==> src/rtl/score_bcd_feeder.sv <==
// Score display feeder: clamps binary scores, converts current and best score to BCD
// by double-dabble, loads the display word and requests a serializer shift.
module score_bcd_feeder #(
    parameter int          BLINK_DIV   = 25000000,
    parameter int          REFRESH_DIV = 1000000,
    parameter logic [7:0]  LES_MASK    = 8'h0F,
    parameter logic [7:0]  POINT_MASK  = 8'hFF
) (
    input  logic        clk_i,
    input  logic        rst_n_i,
    input  logic [13:0] score_i,
    input  logic        score_vld_i,
    input  logic        game_over_i,
    output logic [31:0] hexs_o,
    output logic [7:0]  point_o,
    output logic [7:0]  les_o,
    output logic        flash_o,
    output logic        start_o,
    output logic        busy_o
);

    // state  | meaning
    // IDLE   | waiting for a score or refresh tick
    // CONV_S | double-dabble of current score, 14 steps
    // CONV_B | double-dabble of best score, 14 steps
    // LOAD   | latch both BCD results into the display word
    // START  | one-cycle serializer request
    typedef enum logic [2:0] {IDLE, CONV_S, CONV_B, LOAD, START} state_t;

    localparam int RW = (REFRESH_DIV > 1) ? $clog2(REFRESH_DIV) : 1;
    localparam int BW = (BLINK_DIV > 1) ? $clog2(BLINK_DIV) : 1;
    localparam logic [RW-1:0] REFRESH_LAST = RW'(REFRESH_DIV - 1);
    localparam logic [BW-1:0] BLINK_LAST   = BW'(BLINK_DIV - 1);

    state_t        state_q;
    logic [29:0]   work_q;
    logic [3:0]    step_q;
    logic [13:0]   best_q;
    logic [13:0]   pend_val_q;
    logic          pend_q;
    logic [15:0]   score_bcd_q;
    logic [15:0]   best_bcd_q;
    logic [31:0]   hexs_q;
    logic          start_q;
    logic          busy_q;
    logic [RW-1:0] refresh_q;
    logic [BW-1:0] blink_q;
    logic          flash_q;
    logic [7:0]    les_q;

    logic [13:0]   score_clamp_d;
    logic          take_d;
    logic [13:0]   take_val_d;
    logic [29:0]   work_d;

    function automatic logic [13:0] clamp_score(input logic [13:0] x);
        return (x > 14'd9999) ? 14'd9999 : x;
    endfunction

    // One add-3-then-shift step over {bcd[15:0], bin[13:0]}.
    function automatic logic [29:0] dd_step(input logic [29:0] w);
        logic [15:0] b;
        b = w[29:14];
        for (int i = 0; i < 4; i++) begin
            if (b[i*4 +: 4] >= 4'd5) b[i*4 +: 4] = b[i*4 +: 4] + 4'd3;
        end
        return {b, w[13:0]} << 1;
    endfunction

    always_comb begin
        score_clamp_d = clamp_score(score_i);
        take_d        = score_vld_i || pend_q;
        take_val_d    = score_vld_i ? score_clamp_d : pend_val_q;
        work_d        = dd_step(work_q);
    end

    always_ff @(posedge clk_i or negedge rst_n_i) begin
        if (!rst_n_i) begin
            state_q     <= IDLE;
            work_q      <= '0;
            step_q      <= '0;
            best_q      <= '0;
            pend_val_q  <= '0;
            pend_q      <= 1'b0;
            score_bcd_q <= '0;
            best_bcd_q  <= '0;
            hexs_q      <= '0;
            start_q     <= 1'b0;
            busy_q      <= 1'b0;
            refresh_q   <= '0;
        end else begin
            start_q <= 1'b0;
            case (state_q)
                IDLE: begin
                    if (take_d) begin
                        work_q    <= {16'd0, take_val_d};
                        best_q    <= (take_val_d > best_q) ? take_val_d : best_q;
                        pend_q    <= 1'b0;
                        step_q    <= '0;
                        refresh_q <= '0;
                        busy_q    <= 1'b1;
                        state_q   <= CONV_S;
                    end else if (refresh_q == REFRESH_LAST) begin
                        refresh_q <= '0;
                        // never back-to-back with the conversion's own Start
                        start_q   <= ~start_q;
                    end else begin
                        refresh_q <= refresh_q + 1'b1;
                    end
                end
                CONV_S: begin
                    if (step_q == 4'd13) begin
                        score_bcd_q <= work_d[29:14];
                        work_q      <= {16'd0, best_q};
                        step_q      <= '0;
                        state_q     <= CONV_B;
                    end else begin
                        work_q <= work_d;
                        step_q <= step_q + 1'b1;
                    end
                end
                CONV_B: begin
                    if (step_q == 4'd13) begin
                        best_bcd_q <= work_d[29:14];
                        step_q     <= '0;
                        state_q    <= LOAD;
                    end else begin
                        work_q <= work_d;
                        step_q <= step_q + 1'b1;
                    end
                end
                LOAD: begin
                    hexs_q  <= {best_bcd_q, score_bcd_q};
                    state_q <= START;
                end
                START: begin
                    start_q <= 1'b1;
                    busy_q  <= 1'b0;
                    state_q <= IDLE;
                end
                default: begin
                    busy_q  <= 1'b0;
                    state_q <= IDLE;
                end
            endcase
            // Scores arriving mid-conversion are parked; the newest one wins.
            if (state_q != IDLE && score_vld_i) begin
                pend_q     <= 1'b1;
                pend_val_q <= score_clamp_d;
            end
        end
    end

    always_ff @(posedge clk_i or negedge rst_n_i) begin
        if (!rst_n_i) begin
            blink_q <= '0;
            flash_q <= 1'b0;
            les_q   <= '0;
        end else if (!game_over_i) begin
            blink_q <= '0;
            flash_q <= 1'b0;
            les_q   <= '0;
        end else begin
            les_q <= LES_MASK;
            if (blink_q == BLINK_LAST) begin
                blink_q <= '0;
                flash_q <= ~flash_q;
            end else begin
                blink_q <= blink_q + 1'b1;
            end
        end
    end

    assign hexs_o  = hexs_q;
    assign point_o = POINT_MASK;
    assign les_o   = les_q;
    assign flash_o = flash_q;
    assign start_o = start_q;
    assign busy_o  = busy_q;

endmodule

==> config.mk <==
export PLATFORM = sky130hd
export DESIGN_NAME = score_bcd_feeder
export DESIGN_NICKNAME = d
export VERILOG_FILES = /design/src/rtl/score_bcd_feeder.sv
export SDC_FILE = /design/constraint.sdc
export NUM_CORES = 1
export LEC_CHECK = 0
export CORE_MARGIN = 2
export CORE_UTILIZATION = 60
export CTS_BUF_LIST = sky130_fd_sc_hd__clkbuf_8
export CTS_CLUSTER_DIAMETER = 40
export CTS_CLUSTER_SIZE = 16
export DETAILED_ROUTE_END_ITERATION = 8
export PLACE_DENSITY = 0.82
export SLEW_MARGIN = 25
export SYNTH_ARGS = -nofsm -noshare
export SYNTH_HDL_FRONTEND = slang
export SYNTH_SLANG_ARGS = --single-unit
==> constraint.sdc <==
create_clock -name clk_i -period 7.16 [get_ports clk_i]
set_input_delay 1.074 -clock clk_i [delete_from_list [all_inputs] [get_ports clk_i]]
set_output_delay 1.074 -clock clk_i [all_outputs]
set_load 0.05 [all_outputs]
==> run summary, run 1 <==
status -> completed
PnR worst setup slack -> 3.10 ns
Reg2Reg Depth -> 5
root buffer cell -> clkbuf_8
FP Rows -> 45
share of layout cells above drive strength 1 -> 7.52%
post-synthesis cell type count -> 60
Post-CTS Resized -> 0
IO Pins -> 69
CTS Buf Count -> 17
maximum VDD drop -> 154 uV
startpoint types -> input port
Slew HR -> 34.2%
Final Slew Violations -> 0
cell taking the most area after synthesis -> dfrtp_1
unrepaired setup endpoints after global routing -> false
Seq cells post-synth -> 179
clk_skew -> 0.0223 ns
max frequency -> 0.246 GHz
drt initial violations -> 641
Hold Violations, Final -> 0
Yosys top cell area share -> 49.0%
starting density of the core -> 60.8%
multi-input combinational cell area -> 4230 um2
Die H -> 127 um
Mapped Avg Cell Area -> 9.36 um2
antenna violations before repair -> 0
nets@finish -> 1039
DR WL/cell -> 16.0 um
largest net degree at the start of global routing -> 101
Placed Cells incl. Taps -> 1166
Die W -> 127 um
CP Cell Sequence -> clkdlybuf4s50_1 > or4_4 > a2111oi_0 > nor2_1 > ha_1 > nor2b_1 > o211ai_1 > a2111o_1 > and3_1 > o31a_1
antenna-violating nets left -> 0
Layout area overhead -> 10.6%
ANT cells -> 0
first-pass GRT wire length -> 33000 um
postcts setup bufs -> 0
internal reg-to-reg setup slack -> 4.20 ns
Leakage -> 4.53 nW
Die ar. -> 16200 um2
Gate Count Post-Synth -> 977
Max Cap Viol -> 0
via/cell ratio -> 6.01
CTS tree -> built
register area -> 4480 um2
Placer Congestion -> 0.878
synth top area cells -> dfrtp_1 49%, nand2_1 7.8%, ha_1 3.3%, nor2_1 3.3%, mux2_2 2.6%
async set or reset register ratio after synthesis -> 100%
Final period util -> 56.7%
core area -> 15000 um2
drt total wl -> 19200 um
Fillers -> 1199
via count -> 7194
Reg clk slew, reported paths -> 0.09 ns
Post-CTS Hold Fix Bufs -> 0
Data arrival, critical path -> 4.42 ns
drt pass-1 iters -> 6
Post-synth EDFFs -> 0
hold-critical path depth -> 2
CP max stage delay -> 0.60 ns
Yosys warning count -> 0
htree depth -> 4
predominant post-synthesis flop cell -> dfrtp_1
Worst EP required -> 7.51 ns
Final Util -> 67.2%
Total GRT Usage -> 25.0%
total power -> 3.33 mW
post-synthesis instance area -> 9140 um2
worst slack at placement -> 2.63 ns
Worst Path Max Fanout -> 16
top cells by count, synth -> 189 x nand2_1, 179 x dfrtp_1, 80 x nor2_1, 45 x o21ai_0, 40 x clkbuf_1
final std cells w/o fill -> 1198
gr ovfl total -> 0
Pwr Density -> 330 nW/um2
count leader, synth -> nand2_1
Clock Latency Late Sink -> 0.47 ns
Final setup viols -> 0
min Tclk post-route -> 4.06 ns
CTS Buffer Depth -> 2
DRC viols -> 0
Tightest Pin Transition -> 0.985 ns
post-synthesis sequential area ratio -> 49.0%
setup_tns -> 0 ns
Setup CP Type -> in -> reg
HPWL after DPL -> 12800 um
Crit-path slowest cell -> a2111o_1
worst min path class -> reg -> reg
CP Capture Type -> register
vias in the first global route -> 6667
clock sinks -> 179
# port buffers -> 56
## registers in the layout (all words and copies together), names as in the netlist
signal       flops
blink_q         25
state_q          3
start_o          1
refresh_q       20
pend_val_q      14
flash_o          1
les_o            1
work_q          30
score_bcd_q     16
hexs_o          32
best_q          14
busy_o           1
best_bcd_q      16
pend_q           1
step_q           4
## layout by cell type (no fill, tap or decap), types with 8 or more instances in the layout
cell type | synthesis | layout
a2111oi_0 | 17 | 17
a21oi_1 | 37 | 36
a22o_1 | 14 | 14
a31oi_1 | 26 | 26
a32o_1 | 10 | 10
a32oi_1 | 8 | 8
and3_1 | 10 | 10
clkbuf_8 | 0 | 19
clkdlybuf4s50_1 | 0 | 55
conb_1 | 2 | 12
dfrtp_1 | 179 | 179
ha_1 | 24 | 24
inv_1 | 34 | 34
mux2_2 | 21 | 21
mux2i_1 | 9 | 9
nand2_1 | 189 | 189
nand2b_1 | 12 | 11
nand3_1 | 20 | 20
nand4_1 | 18 | 18
nor2_1 | 80 | 80
nor3_1 | 12 | 12
o21ai_0 | 45 | 45
o22ai_1 | 23 | 23
xnor2_1 | 15 | 15
xor2_1 | 16 | 16
## critical path, delay by kind of cell
kind                     cells  cell delay (ns)
AO/OA/AOI/OAI                4             1.39
AND/OR/NAND/NOR              4             1.19
adder cells (fa/ha/maj)      1             0.31
buffers and inverters        1             0.44
## metrics by stage
stage	hold WS, ns	cell area (um2)
global placement	0.445	9680
global route	0.495	10100
CTS	0.473	10100
finish	0.474	10100
floorplan	0.433	9180
detailed placement	0.451	9690
## layout make-up
cell class | instances | area share (%)
clock buffer | 19 | 2.59
clock inverter | 13 | 1.46
inverter | 34 | 1.26
multi-input combinational | 701 | 41.9
sequential | 179 | 44.3
tap | 188 | 2.33
timing repair buffer | 64 | 6.19
## report_power, final
group / total [mW] / switching, mW / internal, mW / leakage (nW)
registers: 1.40 / 0.175 / 1.23 / 2.33
logic: 1.22 / 0.753 / 0.468 / 2.00
clock network: 0.714 / 0.380 / 0.333 / 0.201
total: 3.33 / 1.31 / 2.03 / 4.53
## worst paths after layout
kind                                         endpoint                       start
max                             best_q[7]$_DFFE_PN0P_                  score_i[6]
min                            hexs_o[27]$_DFFE_PN0P_  best_bcd_q[11]$_DFFE_PN0P_
max reg2reg                    work_q[29]$_DFFE_PN0P_      state_q[1]$_DFFE_PN0P_
min reg2reg                    hexs_o[27]$_DFFE_PN0P_  best_bcd_q[11]$_DFFE_PN0P_
max in group asynchronous  score_bcd_q[0]$_DFFE_PN0P_                     rst_n_i
min in group asynchronous       step_q[3]$_DFFE_PN0P_                     rst_n_i
## metal layers
metal | global-route usage [%] | vias to the layer above | part of all wire, %
met3 | 4.56 | 26 | 4.4
met5 | 0 | - | 0
met4 | 8.27 | 0 | 1.4
met2 | 39.3 | 179 | 48
li1 | - | 3478 | -
met1 | 35.6 | 3511 | 46
## cells by family after synthesis
kind of cell               count (synthesis)  share of synthesized area, %
and+or+nand+nor                          382                          19.1
AOI/OAI and AO/OA                        222                          16.7
DFF                                      179                          49.0
buffers and inverters                    107                          5.30
xor gates and xnor gates                  31                          2.97
muxes                                     30                          3.57
adders and majority gates                 24                          3.28
other                                      2                        0.0821
Note: power is estimated with default switching activity, not from simulation.
==> inputs of run 2 (changes only) <==
==> constraint.sdc (replaced) <==
create_clock -name clk_i -period 4.2 [get_ports clk_i]
set_input_delay 0.63 -clock clk_i [delete_from_list [all_inputs] [get_ports clk_i]]
set_output_delay 0.63 -clock clk_i [all_outputs]
set_load 0.05 [all_outputs]
==> run 2 against run 1 <==
Against the previous run: design area up 0.11%; sequential share of layout area about the same; global-route usage down 0.51 points; via count up 0.61%; non-clock buffer count is 10 higher; setup slack got worse by 2.5 ns; combinational power is 70% higher; sequential power up 70%; flip-flop and latch count stayed put; die area did not move; critical endpoint is now best_q[13]$_DFFE_PN0P_.
==> run summary, run 2 (synthesis gave the netlist of run 1 again) <==
status -> completed
Final Slew Violations -> 0
first-pass GRT wire length -> 32600 um
root buffer cell -> clkbuf_8
unrepaired setup endpoints after global routing -> false
most frequent cells in the layout -> 189 x nand2_1, 179 x dfrtp_1, 80 x nor2_1
FP Rows -> 45
Placer Congestion -> 0.882
via count -> 7238
Data arrival, critical path -> 3.93 ns
starting density of the core -> 60.8%
HPWL after DPL -> 12600 um
Die ar. -> 16200 um2
drt pass-1 iters -> 5
Worst Path Max Fanout -> 12
setup_tns -> 0 ns
gr ovfl total -> 0
clk_skew -> 0.0108 ns
ANT cells -> 0
via/cell ratio -> 5.99
htree depth -> 4
vias in the first global route -> 6932
CTS Buf Count -> 17
Max Cap Viol -> 0
core area -> 15000 um2
Die W -> 127 um
drt total wl -> 18800 um
Tightest Pin Transition -> 0.984 ns
CP endpoint -> best_q[13]$_DFFE_PN0P_
DRC viols -> 0
clock sinks -> 179
Clock Latency Late Sink -> 0.47 ns
CTS Buffer Depth -> 2
Layout area overhead -> 10.7%
startpoint types -> input port
nets@finish -> 1049
Final setup viols -> 0
worst min path class -> in -> async
Fillers -> 1192
antenna violations before repair -> 0
Die H -> 127 um
share of layout cells above drive strength 1 -> 8.33%
Setup crit start -> score_i[6]
CTS tree -> built
drt initial violations -> 597
internal reg-to-reg setup slack -> 1.49 ns
most common cell after layout, fill and taps aside -> nand2_1
Pwr Density -> 549 nW/um2
Final period util -> 85.0%
Total GRT Usage -> 24.5%
r2r startpoint -> pend_val_q[12]$_DFFE_PN0P_
final std cells w/o fill -> 1208
Worst EP required -> 4.56 ns
max frequency -> 0.280 GHz
Leakage -> 4.57 nW
Placed Cells incl. Taps -> 1176
max reg flops -> 32
Reg2Reg Depth -> 9
CP Capture Type -> register
largest net degree at the start of global routing -> 93
Reg clk slew, reported paths -> 0.10 ns
Hold Violations, Final -> 0
Slew HR -> 34.3%
Post-CTS Hold Fix Bufs -> 0
min Tclk post-route -> 3.57 ns
postcts setup bufs -> 0
Post-CTS Resized -> 0
antenna-violating nets left -> 0
Setup CP Type -> in -> reg
# port buffers -> 56
maximum VDD drop -> 333 uV
worst r2r dst -> best_q[1]$_DFFE_PN0P_
IO Pins -> 69
DR WL/cell -> 15.6 um
-- run 2: critical path, cell delays in order --
cell             delay, ns
clkdlybuf4s50_1       0.45
or4_4                 0.58
a2111oi_0             0.42
nor2_1                0.13
ha_1                  0.31
nor2b_1               0.13
o211ai_1              0.10
a2111o_1              0.56
and3_1                0.34
o31a_1                0.28
-- run 2: per-layer routing --
| layer | vias up | global-route usage [%] | share of wire (%) |
|---|---|---|---|
| li1 | 3498 | - | - |
| met5 | - | 0 | 0 |
| met1 | 3529 | 33.7 | 46 |
| met3 | 22 | 3.69 | 4.8 |
| met4 | 0 | 9.37 | 1.6 |
| met2 | 189 | 39.7 | 48 |
-- run 2: metrics by stage --
stage               instance area [um2]  hold slack, ns  total power, mW  utilization (%)  worst slack (ns)
floorplan                          9180           0.334             3.91                -             0.828
global placement                   9760           0.445             4.40             64.9             0.199
detailed placement                 9760           0.452             4.47             64.9             0.189
CTS                               10100           0.249             5.57             67.3             0.693
global route                      10100           0.283             5.95             67.3             0.391
finish                            10100           0.217             5.56             67.3             0.629
-- run 2: where the power goes --
| group | internal (mW) | leakage [nW] | switching, mW |
|---|---|---|---|
| clock network | 0.427 | 0.188 | 0.672 |
| logic | 0.815 | 2.05 | 1.26 |
| registers | 2.09 | 2.33 | 0.290 |
| total | 3.33 | 4.57 | 2.23 |
-- run 2: cell type report --
type	instances	area (um2)	area share [%]
flip-flops and latches	179	4480	44.3
repair buffers	74	697	6.89
multi-input cells	701	4220	41.7
inverters	34	128	1.26
clock buffers	17	234	2.31
well taps	188	235	2.32
clock inverters	15	125	1.24
-- run 2: worst min path at each step --
stage                              startpoint                          end  slack (ns)
floorplan                             rst_n_i    best_bcd_q[0]$_DFFE_PN0P_        0.33
global placement    best_bcd_q[0]$_DFFE_PN0P_       hexs_o[16]$_DFFE_PN0P_        0.45
detailed placement  best_bcd_q[3]$_DFFE_PN0P_       hexs_o[19]$_DFFE_PN0P_        0.45
CTS                                   rst_n_i  score_bcd_q[14]$_DFFE_PN0P_        0.25
global route                          rst_n_i  score_bcd_q[14]$_DFFE_PN0P_        0.28
finish                                rst_n_i  score_bcd_q[14]$_DFFE_PN0P_        0.22
